**src/rtl/decode_led_seq_pkg.sv**
```systemverilog
// -----------------------------------------------------------------------------
// decode_led_pkg
// Shared definitions for the decode_led_seq block:
//   - 2-bit mode encodings
//   - bounce direction state type (also exported on the debug bus)
//   - onehot()/therm() pattern helpers, parametrised by output width
// -----------------------------------------------------------------------------
package decode_led_pkg;

    localparam logic [1:0] MODE_ONEHOT = 2'b00;
    localparam logic [1:0] MODE_THERM  = 2'b01;
    localparam logic [1:0] MODE_SCAN   = 2'b10;
    localparam logic [1:0] MODE_BOUNCE = 2'b11;

    // Widest pattern the helpers can build; callers size-cast the result.
    localparam int unsigned MAX_OUT_W = 64;

    typedef enum logic {
        DIR_UP   = 1'b0,
        DIR_DOWN = 1'b1
    } dir_e;

    // Bit idx set, all others clear; bits at or above width are forced to 0.
    function automatic logic [MAX_OUT_W-1:0] onehot(input int unsigned idx,
                                                    input int unsigned width);
        logic [MAX_OUT_W-1:0] v;
        v = '0;
        for (int unsigned i = 0; i < MAX_OUT_W; i++) begin
            v[i] = (i == idx) && (i < width);
        end
        return v;
    endfunction

    // Bits 0..idx set; bits at or above width are forced to 0.
    function automatic logic [MAX_OUT_W-1:0] therm(input int unsigned idx,
                                                   input int unsigned width);
        logic [MAX_OUT_W-1:0] v;
        v = '0;
        for (int unsigned i = 0; i < MAX_OUT_W; i++) begin
            v[i] = (i <= idx) && (i < width);
        end
        return v;
    endfunction

endpackage

```
**src/rtl/decode_led_seq_if.sv**
```systemverilog
// -----------------------------------------------------------------------------
// decode_led_seq_if
// Control/LED bus of decode_led_seq.
//   en, mode, a      : driven by the controller (master) into the decoder
//   led, tick        : registered decoder outputs
//   dbg_idx, dbg_dir : sequencer state (current index and bounce direction)
// Inputs are level-sampled on every rising clk; there is no valid/ready
// handshake on this bus, the decoder consumes whatever is presented each cycle.
// -----------------------------------------------------------------------------
interface decode_led_seq_if #(
    parameter int SEL_W = 2
) ();
    localparam int OUT_W = 2 ** SEL_W;

    logic                       en;
    logic [1:0]                 mode;
    logic [SEL_W-1:0]           a;
    logic [OUT_W-1:0]           led;
    logic                       tick;
    logic [SEL_W-1:0]           dbg_idx;
    decode_led_pkg::dir_e       dbg_dir;

    modport master (
        output en, mode, a,
        input  led, tick, dbg_idx, dbg_dir
    );

    modport slave (
        input  en, mode, a,
        output led, tick, dbg_idx, dbg_dir
    );
endinterface

```
**src/rtl/decode_led_seq_tick_div.sv**
```systemverilog
// -----------------------------------------------------------------------------
// tick_div
// Free-running step divider. While run=1 the counter walks 0..DIV-1 and
// tick pulses for one cycle each time it wraps; run=0 clears the counter, so
// dropping run for one cycle restarts a full period.
// Ports:
//   clk   : clock
//   rst_n : synchronous active-low reset
//   run   : count enable (low = counter held at 0)
//   tick  : registered one-cycle pulse per DIV counted cycles
// -----------------------------------------------------------------------------
module tick_div #(
    parameter int DIV = 12_000_000
) (
    input  logic clk,
    input  logic rst_n,
    input  logic run,
    output logic tick
);
    localparam int CNT_W = (DIV > 1) ? $clog2(DIV) : 1;
    localparam logic [CNT_W-1:0] LAST = CNT_W'(DIV - 1);

    logic [CNT_W-1:0] r_cnt;
    logic             r_tick;
    logic             w_wrap;

    assign w_wrap = (r_cnt == LAST);
    assign tick   = r_tick;

    always_ff @(posedge clk) begin
        if (!rst_n) begin
            r_cnt  <= '0;
            r_tick <= 1'b0;
        end else begin
            if (!run || w_wrap) begin
                r_cnt <= '0;
            end else begin
                r_cnt <= r_cnt + 1'b1;
            end
            r_tick <= run && w_wrap;
        end
    end
endmodule

```
**src/rtl/decode_led_seq.sv**
```systemverilog
// -----------------------------------------------------------------------------
// decode_led_seq
// Registered SEL_W -> 2**SEL_W LED decoder with one-hot, thermometer,
// running-light (scan) and ping-pong (bounce) modes.
// Ports:
//   clk   : system clock
//   rst_n : synchronous active-low reset
//   bus   : decode_led_seq_if.slave (en, mode, a in; led, tick, debug out)
// -----------------------------------------------------------------------------
module decode_led_seq
    import decode_led_pkg::*;
#(
    parameter int SEL_W      = 2,
    parameter int SCAN_DIV   = 12_000_000,
    parameter bit ACTIVE_LOW = 1'b0
) (
    input  logic                   clk,
    input  logic                   rst_n,
    decode_led_seq_if.slave        bus
);
    localparam int OUT_W = 2 ** SEL_W;
    localparam logic [SEL_W-1:0] IDX_MAX  = SEL_W'(OUT_W - 1);
    localparam logic [OUT_W-1:0] LED_IDLE = ACTIVE_LOW ? {OUT_W{1'b1}} : '0;

    logic [SEL_W-1:0] r_idx;
    dir_e             r_dir;
    logic [1:0]       r_mode;
    logic             r_en;
    logic [OUT_W-1:0] r_led;

    logic             w_is_seq;
    logic             w_entry;
    logic             w_run;
    logic             w_tick;
    logic [SEL_W-1:0] w_idx_nxt;
    dir_e             w_dir_nxt;
    logic [OUT_W-1:0] w_pat;

    // Entry = first enabled cycle in a sequencing mode, or a switch between
    // scan and bounce. The divider is held in reset that cycle so the first
    // step comes a full period after the reload, and any tick already in
    // flight is ignored because the reload takes priority below.
    always_comb begin
        w_is_seq = (bus.mode == MODE_SCAN) || (bus.mode == MODE_BOUNCE);
        w_entry  = bus.en && w_is_seq && (!r_en || (r_mode != bus.mode));
        w_run    = bus.en && w_is_seq && !w_entry;
    end

    tick_div #(
        .DIV (SCAN_DIV)
    ) u_tick_div (
        .clk   (clk),
        .rst_n (rst_n),
        .run   (w_run),
        .tick  (w_tick)
    );

    // Next sequencer position. Bounce flips direction on the step that lands
    // on an end, so each end LED is shown for exactly one step.
    always_comb begin
        w_idx_nxt = r_idx;
        w_dir_nxt = r_dir;
        if (w_entry) begin
            w_idx_nxt = bus.a;
            w_dir_nxt = ((bus.mode == MODE_BOUNCE) && (bus.a == IDX_MAX)) ? DIR_DOWN : DIR_UP;
        end else if (w_run && w_tick) begin
            if (bus.mode == MODE_SCAN) begin
                w_idx_nxt = r_idx + 1'b1;   // natural wrap OUT_W-1 -> 0
            end else if (r_dir == DIR_UP) begin
                w_idx_nxt = r_idx + 1'b1;
                if (w_idx_nxt == IDX_MAX) w_dir_nxt = DIR_DOWN;
            end else begin
                w_idx_nxt = r_idx - 1'b1;
                if (w_idx_nxt == '0) w_dir_nxt = DIR_UP;
            end
        end
    end

    // Active-high pattern; polarity is applied only when it is registered.
    always_comb begin
        w_pat = '0;
        if (bus.en) begin
            case (bus.mode)
                MODE_ONEHOT: w_pat = OUT_W'(onehot(int'(bus.a), OUT_W));
                MODE_THERM:  w_pat = OUT_W'(therm(int'(bus.a), OUT_W));
                default:     w_pat = OUT_W'(onehot(int'(w_idx_nxt), OUT_W));
            endcase
        end
    end

    always_ff @(posedge clk) begin
        if (!rst_n) begin
            r_idx  <= '0;
            r_dir  <= DIR_UP;
            r_mode <= MODE_ONEHOT;
            r_en   <= 1'b0;
            r_led  <= LED_IDLE;
        end else begin
            r_mode <= bus.mode;
            r_en   <= bus.en;
            r_led  <= ACTIVE_LOW ? ~w_pat : w_pat;
            // Position is frozen while disabled; a later enable reloads it.
            if (bus.en) begin
                r_idx <= w_idx_nxt;
                r_dir <= w_dir_nxt;
            end
        end
    end

    assign bus.led     = r_led;
    assign bus.tick    = w_tick;
    assign bus.dbg_idx = r_idx;
    assign bus.dbg_dir = r_dir;
endmodule

```
**src/flat_wrapper.sv**
```systemverilog
// flat-port wrapper written by rule: the top's interface ports become plain ports
module decode_led_seq_flat import decode_led_pkg::*;
#(
    parameter int SEL_W      = 2,
    parameter int SCAN_DIV   = 12_000_000,
    parameter bit ACTIVE_LOW = 1'b0
)
  (clk, rst_n, bus_en, bus_mode, bus_a, bus_led, bus_tick, bus_dbg_idx, bus_dbg_dir);
  decode_led_seq_if #(.SEL_W(SEL_W)) bus_i ();
  input  logic clk;
  input  logic rst_n;
  input wire logic [$bits(bus_i.en)-1:0] bus_en;
  input wire logic [$bits(bus_i.mode)-1:0] bus_mode;
  input wire logic [$bits(bus_i.a)-1:0] bus_a;
  output wire logic [$bits(bus_i.led)-1:0] bus_led;
  output wire logic [$bits(bus_i.tick)-1:0] bus_tick;
  output wire logic [$bits(bus_i.dbg_idx)-1:0] bus_dbg_idx;
  output wire logic [$bits(bus_i.dbg_dir)-1:0] bus_dbg_dir;
  assign bus_i.en = bus_en;
  assign bus_i.mode = bus_mode;
  assign bus_i.a = bus_a;
  assign bus_led = bus_i.led;
  assign bus_tick = bus_i.tick;
  assign bus_dbg_idx = bus_i.dbg_idx;
  assign bus_dbg_dir = bus_i.dbg_dir;
  decode_led_seq #(.SEL_W(SEL_W), .SCAN_DIV(SCAN_DIV), .ACTIVE_LOW(ACTIVE_LOW)) u_core (.clk(clk), .rst_n(rst_n), .bus(bus_i));
endmodule
```
**config.mk**
```make
export PLATFORM = sky130hd
export DESIGN_NAME = decode_led_seq_flat
export DESIGN_NICKNAME = d
export VERILOG_FILES = /design/src/rtl/decode_led_seq_pkg.sv /design/src/rtl/decode_led_seq_if.sv /design/src/rtl/decode_led_seq_tick_div.sv /design/src/rtl/decode_led_seq.sv /design/src/flat_wrapper.sv
export SDC_FILE = /design/constraint.sdc
export NUM_CORES = 1
export LEC_CHECK = 0
export ABC_AREA = 1
export CAP_MARGIN = 15
export CORE_ASPECT_RATIO = 0.5
export CORE_MARGIN = 4
export CORE_UTILIZATION = 55
export CTS_CLUSTER_DIAMETER = 40
export DETAILED_ROUTE_END_ITERATION = 8
export GPL_ROUTABILITY_DRIVEN = 1
export HOLD_SLACK_MARGIN = 0.05
export PLACE_DENSITY = 0.82
export SETUP_SLACK_MARGIN = 0.1
export SLEW_MARGIN = 20
export SYNTH_ARGS = -nofsm -noshare
export SYNTH_HDL_FRONTEND = slang
export SYNTH_HIERARCHICAL = 1
export SYNTH_SLANG_ARGS = --single-unit
```
**constraint.sdc**
```tcl
create_clock -name clk -period 1.9 [get_ports clk]
set_input_delay 0.19 -clock clk [delete_from_list [all_inputs] [get_ports clk]]
set_output_delay 0.19 -clock clk [all_outputs]
set_load 0.05 [all_outputs]
```
* After elaboration in Yosys (flattened, before gate mapping)
Cells that the tools add are included.
** Storage, ports and cells
- Bits in registers :: 35
- Output and inout bits :: 8
** Cells by class
- $add $sub $neg :: 3
- Magnitude comparators :: 3
- Equality and inequality tests :: 14
- Muxes and demuxes :: 12
- Bitwise logic cells :: 1
- Reduce and logical (&&, ||, !) cells :: 20
** Operators with widths (count)
- $add A24 B1 Y24 const B :: 1
- $eq A24 B24 Y1 const B :: 1
- $eq A2 B2 Y1 const A :: 4
- $eq A2 B2 Y1 const B :: 4
- $logic_not A2 Y1 :: 4
- $mux W2 :: 4
- $pmux W4 S2 :: 1
- $mux W1 :: 7
- $logic_and A1 B1 Y1 :: 6
- $eq A1 B2 Y1 const A :: 2
- $le A2 B2 Y1 const A :: 2
- $logic_not A1 Y1 :: 3
- $logic_or A1 B1 Y1 :: 3
- $reduce_and A3 Y1 :: 1
- $add A2 B1 Y2 const B :: 1
- $eq A2 B1 Y1 const B :: 1
- $le A1 B2 Y1 const A :: 1
- $ne A2 B1 Y1 const B :: 1
- $ne A2 B2 Y1 :: 1
- $reduce_and A2 Y1 :: 1
- $reduce_bool A2 Y1 :: 1
- $reduce_or A2 Y1 :: 1
- $sub A2 B1 Y2 const B :: 1
- $not A1 Y1 :: 1

* Depth between registers and ports, before layout
Gate-level depths: netlist (run 1).
- Depth after elaboration :: 11
- Gate-level depth with buffers :: 13
- Gate-level depth less buffers :: 13

* Hierarchy
The synthesis (run 1) kept the hierarchy.
** Modules (own cells, without submodules)
- tick_div :: instances 1, cells an instance 194, area an instance 1330.0 sq um, sequential area each 500.5 sq um
- decode_led_seq :: instances 1, cells an instance 100, area an instance 659.4 sq um, sequential area each 200.2 sq um

* Worst setup path after synthesis (run 1)
No wires, ideal clock.
- Path type :: reg-to-reg
- Start point :: reg u_core.r_idx[0] (netlist: u_core/bus.dbg_idx[0])
- End point :: reg u_core.r_led[2] (netlist: u_core/bus.led[2])
- Setup time :: 0.064 ns
- Data arrival time :: 1.820 ns
- Required time :: 1.836 ns
- Slack :: 0.016 ns
- Stages on the path, launching flop included :: 14
- Path buffers :: 0
- Cell sequence :: dfxtp_1 inv_1 ha_1 inv_1 nand2_1 nand2_1 nand2_1 nand2_1 nand4_1 nand3_1 nand3_1 nor2_1 nor2_1 nor2_1
** On the way
- Cells in the longest elaborated chain, start to end :: 7
- Elaborated cells between the ends (all ways) :: 8
- Those cells by class :: add/sub: 2; eq/ne: 1; mux: 5
** RTL lines
- from (decl) :: line decode_led_seq.sv:25 : logic [SEL_W-1:0] r_idx;
- from (signal assigned) :: line decode_led_seq.sv:104 : r_idx <= w_idx_nxt;
- $add A2 B1 Y2 / $sub A2 B1 Y2 (equally long branches) :: line decode_led_seq.sv:68, decode_led_seq.sv:70, decode_led_seq.sv:73
- $mux W2 :: line decode_led_seq.sv:69 : end else if (r_dir == DIR_UP) begin
- $mux W2 :: line decode_led_seq.sv:67 : if (bus.mode == MODE_SCAN) begin
- $mux W2 * :: line decode_led_seq.sv:66 : end else if (w_run && w_tick) begin
- $mux W2 * :: line decode_led_seq.sv:63 : if (w_entry) begin
- $eq A2 B2 Y1 * :: line decode_led_seq_pkg.sv:29 : v[i] = (i == idx) && (i < width);
- $pmux W4 S2 * :: line decode_led_seq.sv:83 : case (bus.mode)
- to (signal assigned) :: line decode_led_seq.sv:101 : r_led <= ACTIVE_LOW ? ~w_pat : w_pat;
- to (decl) :: line decode_led_seq.sv:29 : logic [OUT_W-1:0] r_led;
Mark *: on every way between the ends. The rest lies on a longest branch, timed or not.
A chain may end at the register's enable or synchronous reset.

* Worst setup path in the final report (run 1)
- Start point :: reg u_core.u_tick_div.r_tick (netlist: u_core/u_tick_div/tick)
- End point :: out bus_tick
** RTL lines
- from (decl) :: line decode_led_seq_tick_div.sv:24 : logic r_tick;
- from (signal assigned) :: line decode_led_seq_tick_div.sv:40 : r_tick <= run && w_wrap;
- to (decl) :: line flat_wrapper.sv:16 : output wire logic [$bits(bus_i.tick)-1:0] bus_tick;
No word-level cell between the ends.

==> results.tsv, run 1 <==
metric	value	unit
status	finished clean	
syn_inst	294	
grt_pass1_vias	1711	
cts_root_buffer	clkbuf_8	
first_iter_violations	124	
rsz0062_at_grt	true	
grt_max_degree	23	
rows	15	
syn-num-nets	304	
vias	1814	
timing.reg2reg.setup_slack	0.25	ns
postCtsHoldBufs	0	
hold_class	reg2reg	
cp.arrival	1.53	ns
end_kind	output pin	
grt_antenna_before_repair	0	
worstHoldStart	u_core/u_tick_div/r_cnt[23]$_SDFF_PP0_	
synth_top_cell_by_area	dfxtp_1	
ys_seq_area_share	35.2	%
clock_path_buffers	2	
syn_area_per_cell	6.77	µm²
fin_skew	0.00634	ns
final_nets	325	
post-route-util	67.0	%
min_to	u_core/u_tick_div/r_cnt[23]$_SDFF_PP0_	
max-slew-margin-rel	65.6	%
globalRouteTotalUtil	20.1	%
critPathKind	reg2out	
drv_slew	0	
hold_ws	0.495	ns
finalHoldViolCount	0	
min_period	1.72	ns
antennaDiodeCount	0	
crit_family	buffers and inverters	
finalCritPeriodShare	90.8	%
fin_total_pwr	1.59	mW
drcViolationCount	0	
yosysWarnings	6	
reg2reg_from	u_core/bus.dbg_idx[0]$_SDFFE_PN0P_	
synth.area.top_cells	dfxtp_1 35%, nand2_1 14%, nor2_1 10%	
max-vdd-ir-drop	0.360	mV
dp_hpwl	3140	µm
crit_buf_inv	1	
via_per_inst	4.94	
core	3450	µm²
fill_cells	303	
setup_violations	0	
drv_cap	0	
slowest_stage	clkdlybuf4s50_1	
synthesis.area	1990	µm²
initial_utilization	57.6	%
whs_path_depth	2	
worst_pin_slew	0.515	ns
dieArea	4700	µm²
power_leakage	0.968	nW
fmax	580	MHz
clock_sinks	35	
powerDensity	688	nW/µm²
multi_input_area	1100	µm²
required	1.71	ns
cts.clk_slew.worst_paths	0.07	ns
wl_per_cell	11.5	µm
die_x	93.1	µm
start_kind	flop	
critPathMaxFanout	6	
io_buffer_count	14	
dr.pass1.iters	4	
ys_ff_latch	35	
area_growth	16.2	%
cts_buffers	5	
gp_congestion	0.879	
insertion_delay	0.29	ns
h-tree-depth	2	
final_antenna_net_count	0	
grt.overflow.total	0	
fp.dieH	50.5	µm
grt_pass1_wl	7390	µm
cpPeakStageDelay	0.83	ns
io_pins	15	
regArea	702	µm²
cp_cell_sequence	clkdlybuf4s50_1	
cts_tree	yes	
synth_top_area_share	35.2	%
routed_wl	4240	µm
drive_gt1_share	13.0	%
r2r_end	u_core/bus.led[2]$_SDFF_PN0_	
synth_cell_types	27	
reg2reg_depth	13	
startpoint	u_core/u_tick_div/tick$_SDFF_PN0_	
[placed cells by master, fill, tap and decap left out, drive strengths merged, types with 2 or more instances in the layout]
cell type,count
a21oi,8
buf,3
clkbuf,6
clkdlybuf4s50,13
clkinv,2
dfxtp,35
ha,3
inv,43
nand2,82
nand3,26
nand3b,2
nand4,5
nor2,63
nor3,2
o21bai,2
or2,2
xnor2,6
xor2,7
[area by class of cell]
cell class                      instances  area share [%]
Sequential cell                        35            30.4
Clock inverter                          2            1.52
Inverter                               44            7.20
Tap cell                               51            2.76
Timing Repair Buffer                   17            7.14
Multi-Input combinational cell        212            47.5
Clock buffer                            6            3.57
[state kept, by name, summed over array words and instances, names as in the netlist]
register	count
u_core/r_mode	2
u_core/bus.led	4
u_core/u_tick_div/r_cnt	24
u_core/bus.dbg_idx	2
u_core/bus.dbg_dir	1
u_core/r_en	1
u_core/u_tick_div/tick	1
[cell families after synthesis]
kind of cell,share of synthesized area [%]
and+or+nand+nor,43.0
buffers and inverters,10.1
DFF,35.2
AOI/OAI and AO/OA,4.09
xor gates and xnor gates,5.72
adders and majority gates,1.89
[worst max-delay path by stage]
stage	depth (start not counted)	to	slack (ns)
5_1_grt	13	u_core/bus.led[2]$_SDFF_PN0_	0.06
6_report	1	bus_tick	0.18
2_1_floorplan	12	u_core/bus.led[2]$_SDFF_PN0_	0.12
3_3_place_gp	11	u_core/u_tick_div/r_cnt[3]$_SDFF_PP0_	0.08
4_1_cts	1	bus_dbg_dir	0.13
3_5_place_dp	12	u_core/u_tick_div/r_cnt[23]$_SDFF_PP0_	-0.005
[per-stage QoR]
| stage | setup TNS [ns] | cell area, µm² | cells | setup WS, ns |
|---|---|---|---|---|
| 3_5_place_dp | -0.00484 | 2180 | 359 | -0.00484 |
| 2_1_floorplan | 0 | 1990 | 294 | 0.116 |
| 6_report | 0 | 2310 | 367 | 0.175 |
| 5_1_grt | 0 | 2310 | 367 | 0.0568 |
| 3_3_place_gp | 0 | 2180 | 359 | 0.0836 |
| 4_1_cts | 0 | 2300 | 367 | 0.135 |
[cell usage after synthesis]
cell / n
nor3_1: 2
nor2_1: 54
xnor2_1: 6
nand3b_1: 2
or2_2: 2
o21ai_0: 1
nand2_4: 3
dfxtp_1: 35
ha_1: 3
a211oi_1: 1
inv_2: 5
nand3_1: 23
nor2_2: 4
clkinv_2: 1
nand4_1: 5
inv_1: 38
o21bai_1: 2
o211ai_1: 1
nand3_2: 1
nand3_4: 2
nand2_1: 74
xor2_1: 7
a31oi_1: 1
a21oi_1: 8
nor2_4: 5
buf_6: 3
nand2_2: 5
[tightest hold or removal path, cell delays in order (launching register included)]
cell and delay [ns]:
dfxtp_1 0.32, nand2_1 0.07, a21oi_1 0.05
[layer usage]
layer  wire length [µm]  GRT usage, %  vias to the layer above
met1               1930          23.5                      814
met2               2020          35.8                       49
met5                  0             0                        -
li1                   -             -                      943
met3                227          4.94                        8
met4                 60          8.03                        0
[power by group]
part / internal, mW / switching [mW]
clock network: 0.424 / 0.259
registers: 0.745 / 0.00909
logic: 0.0565 / 0.0979
[repair_timing]
action	4_1_cts	5_1_grt
gates resized for setup	0	3
buffers inserted	0	0
endpoints found under the setup margin	0	3
Note: power is estimated with default switching activity, not from simulation.
==> run 2: changes to the inputs <==
Settings changed: SETUP_SLACK_MARGIN 0.1 to not set.
==> results.tsv, run 2 (synthesized netlist as in run 1, its figures left out) <==
metric	value	unit	change
cp_cell_sequence	inv_1 > ha_1 > inv_1 > nand2_1 > nand2_1 > nand2_1 > nand2_1 > nand4_1 > nand3_1 > nand3_1 > nor2_1 > nor2_1 > nor2_1		
globalRouteTotalUtil	18.6	%	-1.5 points
finalHoldViolCount	0		unchanged
hold_class	reg2reg		
antennaDiodeCount	0		unchanged
cts_buffers	5		unchanged
grt_antenna_before_repair	0		unchanged
drv_cap	0		unchanged
power_leakage	0.961	nW	-0.65%
end_kind	flop		
first_iter_violations	104		-16%
drive_gt1_share	12.9	%	-0.082 points
stdcell_count	369		+0.54%
vias	1833		+1.0%
start_kind	flop		
clock_sinks	35		unchanged
cp.arrival	1.98	ns	+0.45 ns
gp_congestion	0.895		+1.8%
powerDensity	686	nW/µm²	-0.38%
max-slew-margin-rel	66.7	%	+1.1 points
final_cell_mix	74 x nand2_1, 54 x nor2_1, 38 x inv_1		
grt_pass1_wl	6970	µm	-5.7%
critPathKind	reg2reg		
drv_slew	0		unchanged
cpPeakStageDelay	0.38	ns	-0.45 ns
finalCritPeriodShare	92.5	%	+1.7 points
drcViolationCount	0		unchanged
dp_slack	0.0331	ns	+0.0379 ns
fin_skew	0.00644	ns	+0.000103 ns
initial_utilization	57.6	%	unchanged
dieArea	4700	µm²	unchanged
final_nets	327		+0.62%
cts_tree	yes		
crit_top_cell	nand2_1		
largest_reg_flops	24		unchanged
final_antenna_net_count	0		unchanged
setup_violations	0		unchanged
postCtsHoldBufs	0		unchanged
cts_root_buffer	clkbuf_8		
grt_max_degree	23		unchanged
cts.clk_slew.worst_paths	0.07	ns	about the same
via_per_inst	4.97		+0.50%
io_pins	15		unchanged
area_growth	16.4	%	
min_period	1.76	ns	+0.0330 ns
finalSetupTns	0	ns	unchanged
multi_input_area	1090	µm²	-0.80%
io_buffer_count	14		unchanged
post_cts_resized	0		unchanged
insertion_delay	0.28	ns	about the same
dp.cells	361		+0.56%
required	2.12	ns	+0.41 ns
critPathMaxFanout	4		-2
core	3450	µm²	unchanged
crit_family	simple AND/OR/NAND/NOR gates		
fp.dieH	50.5	µm	unchanged
fmax	569	MHz	-1.9%
status	finished clean		
regArea	701	µm²	-0.18%
dr.pass1.iters	4		unchanged
slowest_stage	dfxtp_1		
grt_pass1_vias	1656		-3.2%
fill_cells	277		-8.6%
clock_path_buffers	2		unchanged
h-tree-depth	2		unchanged
rsz0062_at_grt	false		
largest-register	u_core/u_tick_div/r_cnt		
wl_per_cell	10.8	µm	-6.3%
max-vdd-ir-drop	0.370	mV	+2.7%
mostFrequentLayoutCell	nand2_1		
routed_wl	3990	µm	-5.8%
crit_buf_inv	2		+1
die_x	93.1	µm	unchanged
setup_slack	0.142	ns	-0.0330 ns
cts_setup_buffers	0		unchanged
grt.overflow.total	0		unchanged
dp_hpwl	2990	µm	-5.0%
rows	15		unchanged
worst_pin_slew	0.498	ns	-0.0173 ns
run 2: worst reg2reg max path, cell delays in order, from the launching register on:
cell and delay, ns:
dfxtp_1 0.38, inv_1 0.08, ha_1 0.33, inv_1 0.10
nand2_1 0.06, nand2_1 0.05, nand2_1 0.05, nand2_1 0.07
nand4_1 0.10, nand3_1 0.12, nand3_1 0.11, nor2_1 0.10
nor2_1 0.05, nor2_1 0.09
run 2: metrics by stage:
step           util (%)  hold WS [ns]  total power [mW]  cell area (µm²)
2_1_floorplan         -         0.283             0.871             1990
3_3_place_gp       63.6         0.445             0.920             2200
3_5_place_dp       63.6         0.457             0.922             2200
4_1_cts            67.0         0.466              1.60             2310
5_1_grt            67.0         0.483              1.65             2310
6_report           67.0         0.461              1.59             2310
run 2: final timing paths:
kind / start / endpoint / slack [ns] / cells past startpoint
setup reg to reg: u_core/bus.dbg_idx[0]$_SDFFE_PN0P_ / u_core/bus.led[2]$_SDFF_PN0_ / 0.14 / 13
hold reg to reg: u_core/u_tick_div/r_cnt[23]$_SDFF_PP0_ / u_core/u_tick_div/r_cnt[23]$_SDFF_PP0_ / 0.46 / 2
setup / recovery: u_core/bus.dbg_idx[0]$_SDFFE_PN0P_ / u_core/bus.led[2]$_SDFF_PN0_ / 0.14 / 13
hold / removal: u_core/u_tick_div/r_cnt[23]$_SDFF_PP0_ / u_core/u_tick_div/r_cnt[23]$_SDFF_PP0_ / 0.46 / 2
run 2: power breakdown:
part | switching, mW | internal, mW
clock | 0.255 | 0.424
sequential | 0.00884 | 0.745
combinational | 0.0971 | 0.0579
run 2: layout make-up:
cell class	instances	share of cell area (%)
inverters	44	7.19
multi-input cells	212	47.0
clock buffers	6	3.57
clock inverters	2	1.51
flip-flops and latches	35	30.3
repair buffers	19	7.68
well taps	51	2.76
run 2: layer usage:
layer | GRT usage [%] | part of all wire [%]
met1 | 22.0 | 45
met2 | 33.4 | 48
met3 | 5.54 | 5.8
met4 | 4.38 | 0.93
met5 | 0 | 0
==> run 3: changes to the inputs <==
Settings changed: CELL_PAD_IN_SITES_DETAIL_PLACEMENT set to 1, CELL_PAD_IN_SITES_GLOBAL_PLACEMENT set to 1, CORE_UTILIZATION 55 to 41, GPL_ROUTABILITY_DRIVEN 1 to 0, PLACE_DENSITY 0.82 to 0.84.
==> results.tsv, run 3 (synthesized netlist as in run 1, its figures left out) <==
metric	value	unit	change
status	finished clean		
worstHoldStart	u_core/u_tick_div/r_cnt[0]$_SDFF_PP0_		
rows	17		+2
grtUsageMet2	32.0	%	-1.4 points
timing.reg2reg.setup_slack	0.21	ns	+0.07 ns
grt-busiest-layer	met2		
grt_antenna_before_repair	0		unchanged
postCtsHoldBufs	0		unchanged
drcViolationCount	0		unchanged
io_pins	15		unchanged
grt_pass1_wl	8430	µm	+21%
grtUsageMet3	4.07	%	-1.5 points
mostFrequentLayoutCell	nand2_1		
grt.overflow.total	0		unchanged
reg2reg_from	u_core/bus.dbg_idx[0]$_SDFFE_PN0P_		
first_iter_violations	65		-38%
crit_family	buffers and inverters		
grt_max_degree	23		unchanged
max-vdd-ir-drop	0.255	mV	-31%
r2r_end	u_core/bus.led[2]$_SDFF_PN0_		
dr.pass1.iters	4		unchanged
routed_wl	4790	µm	+20%
reg2reg_depth	13		unchanged
wl_per_cell	12.5	µm	+16%
io_buffer_count	14		unchanged
min_to	u_core/u_tick_div/r_cnt[0]$_SDFF_PP0_		
whs_path_depth	1		-1
hold_ws	0.480	ns	+0.0187 ns
area_growth	15.5	%	
finalCritPeriodShare	93.3	%	+0.81 points
fmax	564	MHz	-0.87%
clock_path_buffers	2		unchanged
fin_skew	0.00834	ns	+0.00190 ns
final_antenna_net_count	0		unchanged
die_x	107	µm	+14%
cp_cell_sequence	clkdlybuf4s50_1		
cts_root_buffer	clkbuf_8		
end_kind	output pin		
via_per_inst	4.80		-3.5%
drv_slew	0		unchanged
h-tree-depth	2		unchanged
start_kind	flop		
core	4530	µm²	+31%
cts_tree	yes		
fp.dieH	57.3	µm	+13%
cp.arrival	1.58	ns	-0.40 ns
grt_pass1_vias	1872		+13%
final_nets	326		-0.31%
largest_reg_flops	24		unchanged
rsz0062_at_grt	false		
min_period	1.77	ns	+0.0154 ns
dp_hpwl	3780	µm	+27%
dieArea	6100	µm²	+30%
grtUsageMet1	20.2	%	-1.8 points
powerDensity	635	nW/µm²	-7.4%
cts_setup_buffers	0		unchanged
fill_cells	613		+120%
initial_utilization	43.9	%	-14 points
globalRouteTotalUtil	17.1	%	-1.5 points
critPathKind	reg2out		
post_cts_resized	0		unchanged
hold_class	reg2reg		
drv_cap	0		unchanged
critPathMaxFanout	7		+3
cts_buffers	5		unchanged
largest-register	u_core/u_tick_div/r_cnt		
worst_pin_slew	0.502	ns	+0.00403 ns
required	1.71	ns	-0.41 ns
cpPeakStageDelay	0.85	ns	+0.47 ns
antennaDiodeCount	0		unchanged
insertion_delay	0.28	ns	about the same
slowest_stage	clkdlybuf4s50_1		
drive_gt1_share	12.7	%	-0.23 points
final_cell_mix	74 x nand2_1, 54 x nor2_1, 38 x inv_1		
max-slew-margin-rel	66.4	%	-0.27 points
startpoint	u_core/bus.dbg_dir$_SDFFE_PN0P_		
clock_sinks	35		unchanged
power_leakage	0.943	nW	-1.9%
vias	1832		-0.055%
crit_buf_inv	1		-1
cts.clk_slew.worst_paths	0.07	ns	about the same
post-route-util	50.7	%	-16 points
setup_violations	0		unchanged
finalHoldViolCount	0		unchanged
==> run 3: cell count changes in the layout (fill, tap and decap cells not counted), sizes merged <==
cell,delta
bufinv,-1
buf,-1
==> run 3: power by group <==
part,internal (mW),switching [mW],total [mW]
clock,0.284,0.262,0.547
sequential,0.745,0.00925,0.754
combinational,0.0568,0.101,0.157
==> run 3: final cells by class <==
cell class / count / area [µm²] / share of cell area [%]
repair buffers: 18 / 170 / 7.41
flip-flops and latches: 35 / 702 / 30.6
inverters: 44 / 166 / 7.24
clock inverters: 1 / 5.00 / 0.218
clock buffers: 6 / 82.6 / 3.59
well taps: 66 / 82.6 / 3.59
multi-input cells: 212 / 1090 / 47.4
==> run 3: metrics by stage <==
step                setup slack, ns  total power [mW]  TNS (ns)  std cells  area (µm²)
floorplan                    0.0164             0.871         0        294        1990
global placement             0.0428             0.921         0        375        2210
detailed placement          -0.0612             0.927    -0.176        375        2210
CTS                           0.103              1.48         0        382        2300
global route                 0.0509              1.53         0        382        2300
finish                        0.127              1.46         0        382        2300
==> run 3: how the worst max path moves through the flow <==
stage	to	slack, ns	cells after the start
finish	bus_dbg_dir	0.13	1
global route	u_core/bus.led[2]$_SDFF_PN0_	0.05	13
CTS	bus_dbg_dir	0.10	1
detailed placement	u_core/u_tick_div/r_cnt[23]$_SDFF_PP0_	-0.06	12
global placement	u_core/u_tick_div/r_cnt[23]$_SDFF_PP0_	0.04	11
floorplan	u_core/bus.led[2]$_SDFF_PN0_	0.02	13
==> run 3: metal layers <==
| metal | up-vias | wire length, µm |
|---|---|---|
| met5 | - | 0 |
| met4 | 0 | 29 |
| met3 | 5 | 168 |
| met2 | 24 | 2330 |
| met1 | 853 | 2260 |
| li1 | 950 | - |
